### src/rtl/mean_sched_pkg.sv
`default_nettype none
// ============================================================================
// Package  : mean_sched_pkg
// Brief    : Shared types and width helpers for the mean-engine scheduler.
// Revision : 1.0 - initial release
// ============================================================================
package mean_sched_pkg;

  // Scheduler FSM states.
  typedef enum logic [1:0] {
    IDLE     = 2'd0,
    STREAM   = 2'd1,
    WAIT_RES = 2'd2
  } state_t;

  // Channel index width, never narrower than one bit.
  function automatic int ch_w(input int nch);
    return (nch > 2) ? $clog2(nch) : 1;
  endfunction

  // Samples per frame for a given log2 frame length.
  function automatic int frame_len(input int n);
    return 1 << n;
  endfunction

  // Frame sample counter width, never narrower than one bit.
  function automatic int cnt_w(input int n);
    return (n > 1) ? n : 1;
  endfunction

  // Result-timeout counter width, never narrower than one bit.
  function automatic int tcnt_w(input int timeout);
    return (timeout > 2) ? $clog2(timeout) : 1;
  endfunction

endpackage
`default_nettype wire

### src/rtl/mean_sched_if.sv
`default_nettype none
// ============================================================================
// Interface : mean_sched_if
// Brief     : Requester, mean-engine and result signals of the scheduler.
//             The master modport is the scheduler side, slave the environment.
// Revision  : 1.0 - initial release
// ============================================================================
interface mean_sched_if
  import mean_sched_pkg::*;
#(
  parameter int WIDTH = 32,
  parameter int NCH   = 4
) ();

  localparam int CH_W = ch_w(NCH);

  // Per-channel requesters
  logic [NCH-1:0]       req_vld;
  logic [NCH*WIDTH-1:0] req_data;
  logic [NCH-1:0]       req_rdy;

  // Mean engine
  logic                 m_i_vld;
  logic [WIDTH-1:0]     m_i_data;
  logic                 m_o_vld;
  logic [WIDTH-1:0]     m_o_data;

  // Tagged result and status
  logic                 res_vld;
  logic [CH_W-1:0]      res_ch;
  logic [WIDTH-1:0]     res_data;
  logic                 busy;
  logic                 err;

  modport master (
    input  req_vld, req_data, m_o_vld, m_o_data,
    output req_rdy, m_i_vld, m_i_data, res_vld, res_ch, res_data, busy, err
  );

  modport slave (
    output req_vld, req_data, m_o_vld, m_o_data,
    input  req_rdy, m_i_vld, m_i_data, res_vld, res_ch, res_data, busy, err
  );

endinterface
`default_nettype wire

### src/rtl/mean_sched_rr_arbiter.sv
`default_nettype none
// ============================================================================
// Module   : rr_arbiter
// Brief    : Combinational round-robin pick. Scans requests starting one
//            above the last served channel, wrapping at NCH.
// Revision : 1.0 - initial release
// ============================================================================
module rr_arbiter
  import mean_sched_pkg::*;
#(
  parameter int NCH  = 4,
  parameter int CH_W = ch_w(NCH)
) (
  input  logic [NCH-1:0]  req_i,
  input  logic [CH_W-1:0] last_i,
  output logic            any_o,
  output logic [CH_W-1:0] gnt_o
);

  logic [2*NCH-1:0] w_req2;
  logic [CH_W:0]    w_sh;
  logic [NCH-1:0]   w_rot;
  logic [CH_W:0]    w_off;
  logic [CH_W+1:0]  w_sum;

  // Rotate requests so bit 0 is the highest-priority channel, find the first
  // set bit, then map that offset back to an absolute channel number.
  always_comb begin
    w_req2 = {req_i, req_i};
    w_sh   = {1'b0, last_i} + (CH_W+1)'(1);
    w_rot  = NCH'(w_req2 >> w_sh);
    w_off  = '0;
    for (int i = NCH - 1; i >= 0; i--) begin
      if (w_rot[i]) begin
        w_off = (CH_W+1)'(i);
      end
    end
    w_sum = {1'b0, w_sh} + {1'b0, w_off};
    if (w_sum >= (CH_W+2)'(NCH)) begin
      w_sum = w_sum - (CH_W+2)'(NCH);
    end
    any_o = |req_i;
    gnt_o = w_sum[CH_W-1:0];
  end

endmodule
`default_nettype wire

### src/rtl/mean_sched.sv
`default_nettype none
// ============================================================================
// Module   : mean_sched
// Brief    : Round-robin scheduler sharing one windowed mean engine between
//            NCH requesters. A granted channel streams a full frame of 2**N
//            samples, then the engine result is returned tagged with the
//            channel index.
// Revision : 1.0 - initial release
// ============================================================================
module mean_sched
  import mean_sched_pkg::*;
#(
  parameter int WIDTH   = 32,
  parameter int N       = 1,
  parameter int NCH     = 4,
  parameter int TIMEOUT = 64
) (
  input  logic          clk,
  input  logic          rstn,
  mean_sched_if.master  bus
);

  localparam int CH_W = ch_w(NCH);
  localparam int L    = frame_len(N);
  localparam int CW   = cnt_w(N);
  localparam int TW   = tcnt_w(TIMEOUT);

  state_t            state_q,    state_d;
  logic [CH_W-1:0]   gnt_q,      gnt_d;
  logic [CH_W-1:0]   rr_q,       rr_d;
  logic [CW-1:0]     cnt_q,      cnt_d;
  logic [TW-1:0]     tcnt_q,     tcnt_d;
  logic              m_i_vld_q,  m_i_vld_d;
  logic [WIDTH-1:0]  m_i_data_q, m_i_data_d;
  logic              res_vld_q,  res_vld_d;
  logic [WIDTH-1:0]  res_data_q, res_data_d;
  logic [CH_W-1:0]   res_ch_q,   res_ch_d;
  logic              err_q,      err_d;

  logic              w_any;
  logic [CH_W-1:0]   w_arb_gnt;
  logic [WIDTH-1:0]  w_ch_data [NCH];
  logic              w_sel_vld;
  logic [WIDTH-1:0]  w_sel_data;
  logic [NCH-1:0]    w_onehot;

  rr_arbiter #(
    .NCH  (NCH),
    .CH_W (CH_W)
  ) u_rr_arbiter (
    .req_i  (bus.req_vld),
    .last_i (rr_q),
    .any_o  (w_any),
    .gnt_o  (w_arb_gnt)
  );

  // Split the flat sample bus into one word per channel.
  for (genvar k = 0; k < NCH; k++) begin : g_unpack
    assign w_ch_data[k] = bus.req_data[k*WIDTH +: WIDTH];
  end

  assign w_sel_vld  = bus.req_vld[gnt_q];
  assign w_sel_data = w_ch_data[gnt_q];
  assign w_onehot   = {{(NCH-1){1'b0}}, 1'b1} << gnt_q;

  assign bus.req_rdy  = (state_q == STREAM) ? w_onehot : '0;
  assign bus.busy     = (state_q != IDLE);
  assign bus.m_i_vld  = m_i_vld_q;
  assign bus.m_i_data = m_i_data_q;
  assign bus.res_vld  = res_vld_q;
  assign bus.res_ch   = res_ch_q;
  assign bus.res_data = res_data_q;
  assign bus.err      = err_q;

  // State and output registers; reset leaves channel 0 with first priority.
  always_ff @(posedge clk or negedge rstn) begin
    if (!rstn) begin
      state_q    <= IDLE;
      gnt_q      <= '0;
      rr_q       <= CH_W'(NCH - 1);
      cnt_q      <= '0;
      tcnt_q     <= '0;
      m_i_vld_q  <= 1'b0;
      m_i_data_q <= '0;
      res_vld_q  <= 1'b0;
      res_data_q <= '0;
      res_ch_q   <= '0;
      err_q      <= 1'b0;
    end else begin
      state_q    <= state_d;
      gnt_q      <= gnt_d;
      rr_q       <= rr_d;
      cnt_q      <= cnt_d;
      tcnt_q     <= tcnt_d;
      m_i_vld_q  <= m_i_vld_d;
      m_i_data_q <= m_i_data_d;
      res_vld_q  <= res_vld_d;
      res_data_q <= res_data_d;
      res_ch_q   <= res_ch_d;
      err_q      <= err_d;
    end
  end

  // Next-state logic: grant, stream one frame, then collect or time out.
  always_comb begin
    state_d    = state_q;
    gnt_d      = gnt_q;
    rr_d       = rr_q;
    cnt_d      = cnt_q;
    tcnt_d     = tcnt_q;
    m_i_vld_d  = 1'b0;
    m_i_data_d = m_i_data_q;
    res_vld_d  = 1'b0;
    res_data_d = res_data_q;
    res_ch_d   = res_ch_q;
    err_d      = 1'b0;

    unique case (state_q)
      IDLE: begin
        // A result outside WAIT_RES has no owner; flag it and drop the data.
        err_d = bus.m_o_vld;
        if (w_any) begin
          gnt_d   = w_arb_gnt;
          cnt_d   = '0;
          state_d = STREAM;
        end
      end

      STREAM: begin
        err_d = bus.m_o_vld;
        if (w_sel_vld) begin
          m_i_vld_d  = 1'b1;
          m_i_data_d = w_sel_data;
          if (cnt_q == CW'(L - 1)) begin
            cnt_d   = '0;
            tcnt_d  = '0;
            state_d = WAIT_RES;
          end else begin
            cnt_d = cnt_q + CW'(1);
          end
        end
      end

      WAIT_RES: begin
        tcnt_d = tcnt_q + TW'(1);
        // A result arriving on the timeout cycle still counts as a result.
        if (bus.m_o_vld) begin
          res_vld_d  = 1'b1;
          res_data_d = bus.m_o_data;
          res_ch_d   = gnt_q;
          rr_d       = gnt_q;
          tcnt_d     = '0;
          state_d    = IDLE;
        end else if (tcnt_q == TW'(TIMEOUT - 1)) begin
          err_d   = 1'b1;
          rr_d    = gnt_q;
          tcnt_d  = '0;
          state_d = IDLE;
        end
      end

      default: begin
        state_d = IDLE;
      end
    endcase
  end

endmodule
`default_nettype wire

### src/flat_wrapper.sv
// flat-port wrapper written by rule: the top's interface ports become plain ports
module mean_sched_flat import mean_sched_pkg::*;
#(
  parameter int WIDTH   = 32,
  parameter int N       = 1,
  parameter int NCH     = 4,
  parameter int TIMEOUT = 64
)
  (clk, rstn, bus_req_vld, bus_req_data, bus_m_o_vld, bus_m_o_data, bus_req_rdy, bus_m_i_vld, bus_m_i_data, bus_res_vld, bus_res_ch, bus_res_data, bus_busy, bus_err);
  mean_sched_if #(.WIDTH(WIDTH), .NCH(NCH)) bus_i ();
  input  logic clk;
  input  logic rstn;
  input wire logic [$bits(bus_i.req_vld)-1:0] bus_req_vld;
  input wire logic [$bits(bus_i.req_data)-1:0] bus_req_data;
  input wire logic [$bits(bus_i.m_o_vld)-1:0] bus_m_o_vld;
  input wire logic [$bits(bus_i.m_o_data)-1:0] bus_m_o_data;
  output wire logic [$bits(bus_i.req_rdy)-1:0] bus_req_rdy;
  output wire logic [$bits(bus_i.m_i_vld)-1:0] bus_m_i_vld;
  output wire logic [$bits(bus_i.m_i_data)-1:0] bus_m_i_data;
  output wire logic [$bits(bus_i.res_vld)-1:0] bus_res_vld;
  output wire logic [$bits(bus_i.res_ch)-1:0] bus_res_ch;
  output wire logic [$bits(bus_i.res_data)-1:0] bus_res_data;
  output wire logic [$bits(bus_i.busy)-1:0] bus_busy;
  output wire logic [$bits(bus_i.err)-1:0] bus_err;
  assign bus_i.req_vld = bus_req_vld;
  assign bus_i.req_data = bus_req_data;
  assign bus_i.m_o_vld = bus_m_o_vld;
  assign bus_i.m_o_data = bus_m_o_data;
  assign bus_req_rdy = bus_i.req_rdy;
  assign bus_m_i_vld = bus_i.m_i_vld;
  assign bus_m_i_data = bus_i.m_i_data;
  assign bus_res_vld = bus_i.res_vld;
  assign bus_res_ch = bus_i.res_ch;
  assign bus_res_data = bus_i.res_data;
  assign bus_busy = bus_i.busy;
  assign bus_err = bus_i.err;
  mean_sched #(.WIDTH(WIDTH), .N(N), .NCH(NCH), .TIMEOUT(TIMEOUT)) u_core (.clk(clk), .rstn(rstn), .bus(bus_i));
endmodule
### config.mk
export PLATFORM = sky130hd
export DESIGN_NAME = mean_sched_flat
export DESIGN_NICKNAME = d
export VERILOG_FILES = /design/src/rtl/mean_sched_pkg.sv /design/src/rtl/mean_sched_if.sv /design/src/rtl/mean_sched_rr_arbiter.sv /design/src/rtl/mean_sched.sv /design/src/flat_wrapper.sv
export SDC_FILE = /design/constraint.sdc
export NUM_CORES = 1
export LEC_CHECK = 0
export ABC_AREA = 1
export CAP_MARGIN = 40
export CORE_AREA = 2 2 92 94
export DETAILED_ROUTE_END_ITERATION = 6
export DIE_AREA = 0 0 94 96
export DONT_BUFFER_PORTS = 1
export PLACE_DENSITY = 0.82
export REMOVE_ABC_BUFFERS = 1
export SYNTH_ARGS = -nofsm -noshare
export SYNTH_HDL_FRONTEND = slang
export SYNTH_SLANG_ARGS = --single-unit
### constraint.sdc
create_clock -name clk -period 4.5 [get_ports clk]
set_input_delay 0.9 -clock clk [delete_from_list [all_inputs] [get_ports clk]]
set_output_delay 0.9 -clock clk [all_outputs]
set_load 0.02 [all_outputs]
==> flow_summary.json <==
{
  "drt_wl_total_mm": 11.56,
  "layout-drive-gt1-share": 0.1317,
  "clock_latency_ps": 350,
  "fill_cells": 737,
  "critical_path_arrival_ps": 2000,
  "cts_buffer_depth": 2,
  "core_area_mm2": 0.008051,
  "vias": 3891,
  "cts.sinks": 82,
  "place_congestion": 0.8471,
  "numCtsBuffers": 9,
  "hold_slack_ps": 236.2,
  "status": "finished, final reports clean",
  "syn_area_mm2": 0.004471,
  "power.density_mw_per_mm2": 803.8,
  "finalClockSkew_ps": 12.37,
  "rows": 33,
  "async_flop_share": 1.000,
  "criticalPathCategory": "reg2out",
  "layout.nets": 731,
  "grt_pass1_vias": 3213,
  "total_power_mw": 3.727,
  "clock.fmax_mhz": 344.9,
  "synth_edf_count": 0,
  "port_buffers": 0,
  "clkSlewWorstSetupHoldPaths_ps": 90,
  "cts_setup_buffers": 0,
  "grt_max_degree": 83,
  "synth_cell_types": 29,
  "root_buffer": "clkbuf_8",
  "die_w_um": 94,
  "tns_ps": 0,
  "cellLeakagePower_nw": 2.296,
  "globalRoute.totalOverflow": 0,
  "ios": 241,
  "die_y_um": 96,
  "min_path_type": "in2async",
  "fin_crit_ps": 2899,
  "endpoint_kind": "output pin",
  "worst-path-max-fanout": 32,
  "drcViolationCount": 0,
  "finalSetupViolCount": 0,
  "synth_flop_cell": "dfrtp_1",
  "drv_cap": 0,
  "avgSynthCellArea_um2": 7.788,
  "slew_headroom": 0.4132,
  "htree_levels": 3,
  "initial_core_util": 0.5552,
  "via_per_inst": 5.834,
  "cp-start-kind": "flip-flop",
  "ys_warn_count": 0,
  "drv_slew": 0,
  "grt_antenna_before_repair": 0,
  "fin_crit_sh": 0.6442,
  "finalHoldViolations": 0,
  "grt_pass1_wl_mm": 16.43,
  "track_usage": 0.2376,
  "routedWlPerCell_um": 17.34,
  "cts_hold_buf": 0,
  "ys_ff_latch": 82,
  "syn_inst": 574,
  "yosysSeqAreaShare": 0.4596,
  "synthToLayoutAreaGrowth_pct": 3.722,
  "ant_nets": 0,
  "dr.pass1.iters": 6,
  "dieArea_mm2": 0.009024,
  "hpwl_mm": 8.648,
  "diodes": 0,
  "ir_drop_v": 0.0006173,
  "drt_iter0_drc": 183,
  "cts_tree": "yes",
  "crit_required_ps": 3600,
  "worst_pin_slew_ps": 879.2,
  "rsz0062_at_grt": "false",
  "ctsResizeCount": 0
}
[per-stage QoR]
stage	utilization	area [µm²]	worst slack, ps	cells
final	0.5759	4637	1601	667
after global routing	0.5759	4637	1534	667
after CTS	0.5759	4637	1618	667
after detailed placement	0.5504	4432	2009	651
after global placement	0.5470	4404	2099	650
after floorplan	-	4253	1906	543
[final timing paths]
kind | from | to | slack (ps) | cells after the start
worst max-delay path | u_core.gnt_q[0] | bus_req_rdy[1] | 1600 | 3
worst min-delay path | rstn | u_core.bus.m_i_data[17] | 240 | 0
worst max register to register | u_core.gnt_q[0] | u_core.bus.m_i_data[13] | 2390 | 10
worst min register to register | u_core.cnt_q | u_core.cnt_q | 510 | 2
max in group asynchronous | rstn | u_core.rr_q[1] | 4050 | 0
min in group clk | u_core.cnt_q | u_core.cnt_q | 510 | 2
[critical path, cell delays in order, from the launching register on]
cell and delay (ps):
dfrtp_1 570, buf_4 440, inv_2 110, nor3_1 540
[where the power goes]
group | switching [mW] | internal [mW]
Clock | 0.292 | 0.267
Sequential | 0.618 | 1.05
Combinational | 0.991 | 0.512
[placed cells by master (no fill, tap or decap), drive strengths merged]
cell type / count
clkinv: 2
dfstp: 2
nand3b: 1
nand2: 249
xnor2: 2
dfrtp: 80
nand4: 4
ha: 7
nor3: 3
nand3: 82
or2: 2
xor2: 1
inv: 24
nor2: 11
o21ai: 45
clkbuf: 9
bufinv: 1
buf: 3
a21oi: 34
[synth_stat cells, types with 2 or more instances]
library cell  instances  share of area
buf_6                 4          0.010
dfstp_2               2          0.012
inv_1                16          0.013
o21ai_2              30          0.059
o21ai_0              10          0.011
xnor2_1               2         0.0039
clkbuf_1              2         0.0017
a21oi_1              34          0.038
nand2_2              15          0.021
nor2_1                9         0.0076
nand3_1              81          0.091
inv_2                 3         0.0025
buf_2                18          0.020
ha_1                  7          0.020
nand2_1             234           0.20
dfrtp_1              80           0.45
o21ai_1               5         0.0056
buf_8                 3          0.010
nand4_1               4         0.0056
buf_4                 4         0.0067
nor3_1                3         0.0034
[logic make-up (layout without fill, tap and decap cells)]
logic type,Yosys count,in the layout,share of synthesized area
buffers and inverters,51,39,0.06605
xor gates and xnor gates,3,3,0.005878
AOI/OAI and AO/OA,79,79,0.1136
adders and majority gates,7,7,0.01959
DFF,82,82,0.4596
and+or+nand+nor,352,352,0.3353
[area by class of cell]
cell class / instances / area [µm²] / area share
Multi-Input combinational cell: 441 / 2126 / 0.4584
Tap cell: 105 / 131.4 / 0.02833
Clock inverter: 7 / 81.33 / 0.01754
Clock buffer: 9 / 123.9 / 0.02671
Inverter: 20 / 77.57 / 0.01673
Timing Repair Buffer: 3 / 42.54 / 0.009174
Sequential cell: 82 / 2054 / 0.4431
[per-layer routing]
layer / part of all wire / track usage / up-vias
met2: 0.51 / 0.3881 / 209
met3: 0.093 / 0.06891 / 15
met5: 0 / 0 / -
li1: - / - / 1850
met1: 0.39 / 0.3097 / 1817
met4: 0.013 / 0.06884 / 0
[flip-flops by register name, summed over array words and instances (netlist names)]
name and cells:
u_core.tcnt_q 6, u_core.state_q 2, u_core.bus.res_ch 2, u_core.bus.res_data 32, u_core.rr_q 2, u_core.bus.res_vld 1, u_core.bus.err 1, u_core.bus.m_i_vld 1
u_core.cnt_q 1, u_core.bus.m_i_data 32, u_core.gnt_q 2
Note: power is estimated with default switching activity, not from simulation.
